## config.mk

```make
export PLATFORM = sky130hd
export DESIGN_NAME = cci_mpf_csr_event_counters_flat
export DESIGN_NICKNAME = d
export VERILOG_FILES = /design/src/rtl/cci_mpf_csr_event_counters_if.sv /design/src/rtl/cci_mpf_csr_event_counters.sv /design/src/flat_wrapper.sv
export SDC_FILE = /design/constraint.sdc
export NUM_CORES = 1
export LEC_CHECK = 0
export ABC_AREA = 1
export CAP_MARGIN = 20
export CELL_PAD_IN_SITES_DETAIL_PLACEMENT = 1
export CELL_PAD_IN_SITES_GLOBAL_PLACEMENT = 1
export CORE_MARGIN = 3
export CORE_UTILIZATION = 28
export CTS_BUF_LIST = sky130_fd_sc_hd__clkbuf_4 sky130_fd_sc_hd__clkbuf_8
export DETAILED_ROUTE_END_ITERATION = 10
export GPL_TIMING_DRIVEN = 1
export HOLD_SLACK_MARGIN = 0.06
export PLACE_DENSITY_LB_ADDON = 0.1
export SYNTH_ARGS = -nofsm -noshare
export SYNTH_HDL_FRONTEND = slang
export SYNTH_SLANG_ARGS = --single-unit
```

## constraint.sdc

```tcl
create_clock -name clk -period 3.4 [get_ports clk]
set_input_delay 0.68 -clock clk [delete_from_list [all_inputs] [get_ports clk]]
set_output_delay 0.68 -clock clk [all_outputs]
set_load 0.05 [all_outputs]
```

## src/rtl/cci_mpf_csr_event_counters_if.sv

```systemverilog
// Indexed read port between the CSR manager's MMIO read path and the VTP
// event counter block.
//   rd_req        request valid, one request accepted per cycle
//   rd_idx        counter index for the request
//   rd_rsp_valid  response valid, two cycles after the request
//   rd_rsp_data   counter value captured in the request cycle
// master: CSR manager side; slave: counter block side.
interface cci_mpf_csr_event_counters_if #(
   parameter int IDX_WIDTH     = 3,
   parameter int COUNTER_WIDTH = 64
);
   logic                     rd_req;
   logic [IDX_WIDTH-1:0]     rd_idx;
   logic                     rd_rsp_valid;
   logic [COUNTER_WIDTH-1:0] rd_rsp_data;

   modport master (
      output rd_req,
      output rd_idx,
      input  rd_rsp_valid,
      input  rd_rsp_data
   );

   modport slave (
      input  rd_req,
      input  rd_idx,
      output rd_rsp_valid,
      output rd_rsp_data
   );
endinterface

```

## src/rtl/cci_mpf_csr_event_counters.sv

```systemverilog
// VTP event counters for the MPF CSR block. Single-cycle event pulses are
// registered, then summed into free-running modulo-2^COUNTER_WIDTH counters.
// Counters are read through a two-stage pipelined indexed port.
//   clk      sole clock
//   reset_n  asynchronous active-low reset
//   events   one pulse bit per event (4kb_hit, 4kb_miss, 2mb_hit, 2mb_miss,
//            pt_walk_busy)
//   freeze   level; while high, incoming events are discarded
//   clear    single-cycle pulse zeroing all counters
//   rd       read port (slave side), see cci_mpf_csr_event_counters_if
// The read interface instance must use the same IDX_WIDTH/COUNTER_WIDTH,
// and 2^IDX_WIDTH must be >= N_EVENTS.
module cci_mpf_csr_event_counters #(
   parameter int N_EVENTS      = 5,
   parameter int COUNTER_WIDTH = 64,
   parameter int IDX_WIDTH     = 3
) (
   input  logic                          clk,
   input  logic                          reset_n,
   input  logic [N_EVENTS-1:0]           events,
   input  logic                          freeze,
   input  logic                          clear,
   cci_mpf_csr_event_counters_if.slave   rd
);

   logic [N_EVENTS-1:0]      event_q;
   logic [COUNTER_WIDTH-1:0] counter [N_EVENTS];
   logic [COUNTER_WIDTH-1:0] rd_mux;
   logic                     rd_a_valid;
   logic [COUNTER_WIDTH-1:0] rd_a_data;

   // Clear also drops the registered events so nothing from before the
   // clear can land afterwards.
   always_ff @(posedge clk or negedge reset_n) begin
      if (!reset_n) begin
         event_q <= '0;
      end else if (clear) begin
         event_q <= '0;
      end else begin
         event_q <= events & ~{N_EVENTS{freeze}};
      end
   end

   always_ff @(posedge clk or negedge reset_n) begin
      if (!reset_n) begin
         for (int i = 0; i < N_EVENTS; i++) begin
            counter[i] <= '0;
         end
      end else begin
         for (int i = 0; i < N_EVENTS; i++) begin
            if (clear) begin
               counter[i] <= '0;
            end else begin
               counter[i] <= counter[i] + COUNTER_WIDTH'(event_q[i]);
            end
         end
      end
   end

   // Unmatched (out-of-range) indices fall through to zero.
   always_comb begin
      rd_mux = '0;
      for (int i = 0; i < N_EVENTS; i++) begin
         if (rd.rd_idx == IDX_WIDTH'(i)) begin
            rd_mux = counter[i];
         end
      end
   end

   // Stage A samples the pre-edge counter value; data holds when idle.
   always_ff @(posedge clk or negedge reset_n) begin
      if (!reset_n) begin
         rd_a_valid <= 1'b0;
         rd_a_data  <= '0;
      end else begin
         rd_a_valid <= rd.rd_req;
         if (rd.rd_req) begin
            rd_a_data <= rd_mux;
         end
      end
   end

   always_ff @(posedge clk or negedge reset_n) begin
      if (!reset_n) begin
         rd.rd_rsp_valid <= 1'b0;
         rd.rd_rsp_data  <= '0;
      end else begin
         rd.rd_rsp_valid <= rd_a_valid;
         rd.rd_rsp_data  <= rd_a_data;
      end
   end

endmodule

```

## src/flat_wrapper.sv

```systemverilog
// flat-port wrapper written by rule: the top's interface ports become plain ports
module cci_mpf_csr_event_counters_flat 
#(
   parameter int N_EVENTS      = 5,
   parameter int COUNTER_WIDTH = 64,
   parameter int IDX_WIDTH     = 3
)
  (clk, reset_n, events, freeze, clear, rd_rd_req, rd_rd_idx, rd_rd_rsp_valid, rd_rd_rsp_data);
  cci_mpf_csr_event_counters_if #(.IDX_WIDTH(IDX_WIDTH), .COUNTER_WIDTH(COUNTER_WIDTH)) rd_i ();
  input  logic clk;
  input  logic reset_n;
  input  logic [N_EVENTS-1:0] events;
  input  logic freeze;
  input  logic clear;
  input wire logic [$bits(rd_i.rd_req)-1:0] rd_rd_req;
  input wire logic [$bits(rd_i.rd_idx)-1:0] rd_rd_idx;
  output wire logic [$bits(rd_i.rd_rsp_valid)-1:0] rd_rd_rsp_valid;
  output wire logic [$bits(rd_i.rd_rsp_data)-1:0] rd_rd_rsp_data;
  assign rd_i.rd_req = rd_rd_req;
  assign rd_i.rd_idx = rd_rd_idx;
  assign rd_rd_rsp_valid = rd_i.rd_rsp_valid;
  assign rd_rd_rsp_data = rd_i.rd_rsp_data;
  cci_mpf_csr_event_counters #(.N_EVENTS(N_EVENTS), .COUNTER_WIDTH(COUNTER_WIDTH), .IDX_WIDTH(IDX_WIDTH)) u_core (.clk(clk), .reset_n(reset_n), .events(events), .freeze(freeze), .clear(clear), .rd(rd_i));
endmodule
```

# Word level (Yosys, flattened, before mapping)
# Index checks and enable logic that the tools add are counted.
# Widths: inputs -> output; s select.
# word_totals
ff_bits,455
latchBits,0
ramBits,0
mem_bits_ro,0
out_inout_bits,65
n_memories,0
# classes
addsub,5
n_mul,0
div_mod_pow,0
magnitude_cmp,0
n_eq_ne,4
shift,0
mux,11
n_bitwise,2
n_reduce_logical,1
# ops
cell,n
$mux 64,10
$add 64x1->64,5
$eq 3x2->1 const B,2
$and 5x5->5,1
$mux 5,1
$not 5->5,1
$eq 3x1->1 const B,1
$eq 3x3->1 const B,1
$logic_not 3->1,1

# Longest topological paths before layout
# logic_depth
depth_word,6
depth_mapped,10

# Worst setup path after synthesis
# OpenSTA, ideal clock, no wires.
# synth_path
path_type,input to register
from,input port rd_rd_idx[2]
to,register u_core.rd_a_data[14]
arrival_time_ns,1.608
path_slack_ns,1.727
path_stages,8
cell_sequence,inv_2 nand2_1 nor2_4 clkbuf_1 nand2_1 nand3_1 nand2_1 nand2_1
# synth_between
elab_chain_cells,6
word_cells_on_any_way,10
# synth_lines
item,line_no,text
"start, declared",flat_wrapper.sv:16,input wire logic [$bits(rd_i.rd_idx)-1:0] rd_rd_idx;
$logic_not 3->1,cci_mpf_csr_event_counters.sv:64,if (rd.rd_idx == IDX_WIDTH'(i)) begin
$mux 64 (4 in a row),cci_mpf_csr_event_counters.sv:64,
$mux 64 (*),cci_mpf_csr_event_counters.sv:64,
"end signal, assigned",cci_mpf_csr_event_counters.sv:78,rd_a_data <= rd_mux;
"end, declared",cci_mpf_csr_event_counters.sv:30,logic [COUNTER_WIDTH-1:0] rd_a_data;
# Every way passes the cells marked *; elsewhere a longest branch is shown, timed or not.
# A chain may end at the register's enable or synchronous reset.

# Worst setup path in the final report
# layout_path
from,register u_core.rd.rd_rsp_data[5]
to,output port rd_rd_rsp_data[5]
# layout_rtl
item,line_no,text
"start, declared",cci_mpf_csr_event_counters_if.sv:28,output rd_rsp_data
"start signal, assigned",cci_mpf_csr_event_counters.sv:89,rd.rd_rsp_data <= rd_a_data;
"end, declared",flat_wrapper.sv:18,output wire logic [$bits(rd_i.rd_rsp_data)-1:0] rd_rd_rsp_data;
# No word-level cell between the ends.

==> key figures <==
Route
  • # DRC: 0
  • Routed wire per std cell: approximately 25 um
  • Via-to-Cell Ratio: just over 5
  • Pre-antenna DRT Iters: 5
  • Via count: ~27000
  • Antenna viol nets, final: 0
  • DRT iter0 DRCs: between 2000 and 2500
  • Routed WL: approximately 140000 um

Pwr
  • Standby leakage power: approximately 12 nW
  • Final Power: about 13 mW
  • Sw Ratio: 0.270
  • Pint: roughly 9 mW
  • Maximum vdd drop: approximately 0.29 mV
  • Switching power total: approximately 3.4 mW
  • Clock power share: 0.504
  • Sequential cell fraction of total power: 0.442
  • Logic gate share of total power: 0.054
  • Power Dens Cells: 412 nW/um^2

Global routing
  • Tot GR Track Use: 0.277
  • First-pass GRT wire length: between 150000 and 200000 um
  • Initial antenna violation count: 14
  • Largest net degree at the start of global routing: a little under 90
  • Vias in the first global route: between 20000 and 30000
  • GR Overflow Total: 0

Floorplanning
  • IO Pins: around 80
  • Initial Utilization: 0.285
  • Core area: ~92000 sq um
  • Chip height: about 310 um
  • Num rows: 111
  • Die Footprint: ~98000 sq um
  • Die Wd: 312 um

Critical path
  • Worst EP required: 2.72 ns
  • Worst reg-to-reg setup slack: 1.16 ns
  • Max stage delay on crit path: 0.81 ns
  • Crit path launch type: flip-flop
  • Critical path endpoint category: output pin
  • Worst Path Arrival: 1.93 ns
  • Critical R2R Capture: u_core.counter[302]
  • Crit-path slowest cell: clkdlybuf4s50_1
  • Crit path kind: flip-flop to output pin
  • Reg2reg start: u_core.counter[256]
  • Critical-path cell list: clkdlybuf4s50_1
  • Max FO, Critical Path: 1
  • Buffer and inverter count on the worst path: 1
  • R2R depth: 8
  • Crit-path leading delay family: buffers and inverters

Logic synthesis
  • Synthesized area: 26300 sq um
  • Count of different cell masters after synthesis: 31
  • Avg Synthesized Cell Area: ~6.6 sq um
  • Post-synth net total: 4001
  • Flops & latches, synth: roughly 460
  • Sequential fraction of the synthesis area: 0.433
  • Post-synthesis cell count: about 4000
  • Yosys warns: 0

Timing
  • RSZ-0062 raised after global routing: no
  • Fmax achieved: 384 MHz
  • Hold_ws: approximately 0.36 ns
  • Final Skew: 0.0556 ns
  • Final setup violation count: 0
  • Final worst-path cycle share: 0.766
  • Worst-margin pin slew: about 0.74 ns
  • Slew Viols, Final: 0
  • Setup TNS: 0 ns
  • Final worst path period need: 2.61 ns
  • Final Hold Fails: 0
  • Max_slew headroom: 0.504

Finish
  • Fill cells: between 10000 and 15000
  • Nets@finish: approximately 4100
  • Layout cells sized above 1: 0.0666
  • Area grow syn2layout: 17.1%

Run status
  • Status: finished clean

Clock network
  • CTS root buffer: clkbuf_8
  • Clock buffer depth: 3
  • Hold buffers post-CTS: 1
  • Clock-pin slew on the worst setup and hold paths: roughly 0.070 ns
  • Post-CTS Repair Setup Buffers: 0
  • H-tree Lvls: 3
  • Post-CTS sizing: 0
  • Sink Count: about 460
  • Num CTS Buffers: 93
  • CTS tree: done
  • Clk_lat worst skew: 0.76 ns

Flow run
  • Maxcap violations: 0

Placed design
  • Dpl hpwl: ~110000 um
  • GPL Wtd Cong: 0.930
  • Buffers on Ports: a little under 80

Worst hold path
  • Hold Path Class: flip-flop to flip-flop
  • Hold depth: 0
  • Hold Path End: u_core.rd.rd_rsp_valid
  • Hold_sp: u_core.rd_a_valid
[layer usage]
metal / up-vias / share of wire / wire length, um / global-route usage
li1: 12811 / - / - / -
met3: 161 / 0.053 / 7260 / 0.0408
met5: - / 0.000095 / 13 / 0
met4: 2 / 0.031 / 4180 / 0.0814
met1: 13633 / 0.48 / 65300 / 0.401
met2: 720 / 0.44 / 59700 / 0.426
[how the worst max path moves through the flow]
stage,startpoint,to,slack (ns),cells after the start
3_5_place_dp,rd_rd_idx[2],u_core.rd_a_data[53],0.45,9
6_report,u_core.rd.rd_rsp_data[5],rd_rd_rsp_data[5],0.79,1
3_3_place_gp,rd_rd_idx[2],u_core.rd_a_data[53],0.51,9
4_1_cts,u_core.rd.rd_rsp_data[46],rd_rd_rsp_data[46],0.71,1
5_1_grt,u_core.rd.rd_rsp_data[1],rd_rd_rsp_data[1],0.72,1
2_1_floorplan,rd_rd_idx[2],u_core.rd_a_data[14],1.73,8
[logic make-up after synthesis]
family	share of synthesized area
compound gates	0.0780
xor+xnor	0.0180
fa+ha+maj	0.00476
buf+inv	0.0537
flops	0.433
simple gates	0.412
[through the flow]
step,setup WS (ns),cells,util,instance area [sq um]
after floorplan,1.73,3978,-,26300
after global placement,0.514,5247,0.311,28700
after detailed placement,0.450,5247,0.311,28700
after CTS,0.713,5416,0.333,30700
after global routing,0.716,5419,0.333,30800
final,0.794,5426,0.333,30800
[power by group through the flow]
stage	Sequential [mW]	Clock (mW)	Combinational, mW
global placement	5.69	0	0.690
CTS	5.60	6.57	0.694
detailed placement	5.69	0	0.692
global route	5.60	6.82	0.739
finish	5.60	6.38	0.683
floorplan	5.75	0	0.202
[placed cells by master (no fill, tap or decap), types with 52 or more instances in the layout]
cell	n
nand2_1	1337
nor2_1	1017
dfrtp_1	455
inv_1	270
nand3_1	186
o21ai_0	174
clkbuf_8	123
a21oi_1	82
clkdlybuf4s50_1	74
o21ai_1	58
nor3_1	52
xor2_1	52
[flip-flops by register name (all words and copies together), names as in the netlist]
register	cells
u_core.event_q	5
u_core.rd.rd_rsp_data	64
u_core.counter	320
u_core.rd_a_data	64
u_core.rd_a_valid	1
u_core.rd.rd_rsp_valid	1
[cell type report]
type | instances | area [sq um] | share of cell area
diodes | 10 | 25.0 | 0.000813
clock buffers | 147 | 1870 | 0.0609
clock inverters | 21 | 168 | 0.00545
inverters | 280 | 1050 | 0.0342
multi-input cells | 3154 | 13500 | 0.438
flip-flops and latches | 455 | 11400 | 0.370
well taps | 1243 | 1560 | 0.0505
repair buffers | 116 | 1220 | 0.0396
[Yosys cell counts, drive strengths merged]
master / instances / area share
clkbuf: 65 / 0.0093
o2111ai: 10 / 0.0033
xor2: 52 / 0.017
nand3b: 7 / 0.0020
o21ai: 232 / 0.044
xnor2: 2 / 0.00067
a31oi: 14 / 0.0033
nor4: 1 / 0.00024
nor3: 52 / 0.0099
nor3b: 2 / 0.00057
o22ai: 31 / 0.0074
clkinv: 1 / 0.00014
o22a: 4 / 0.0013
nand4: 45 / 0.011
inv: 279 / 0.040
nor2: 1065 / 0.16
nand3: 186 / 0.035
o21bai: 9 / 0.0026
nand2: 1349 / 0.19
ha: 10 / 0.0048
buf: 24 / 0.0044
a21oi: 82 / 0.016
a211oi: 1 / 0.00029
dfrtp: 455 / 0.43
No activity file was read; power rests on OpenSTA's default activity.
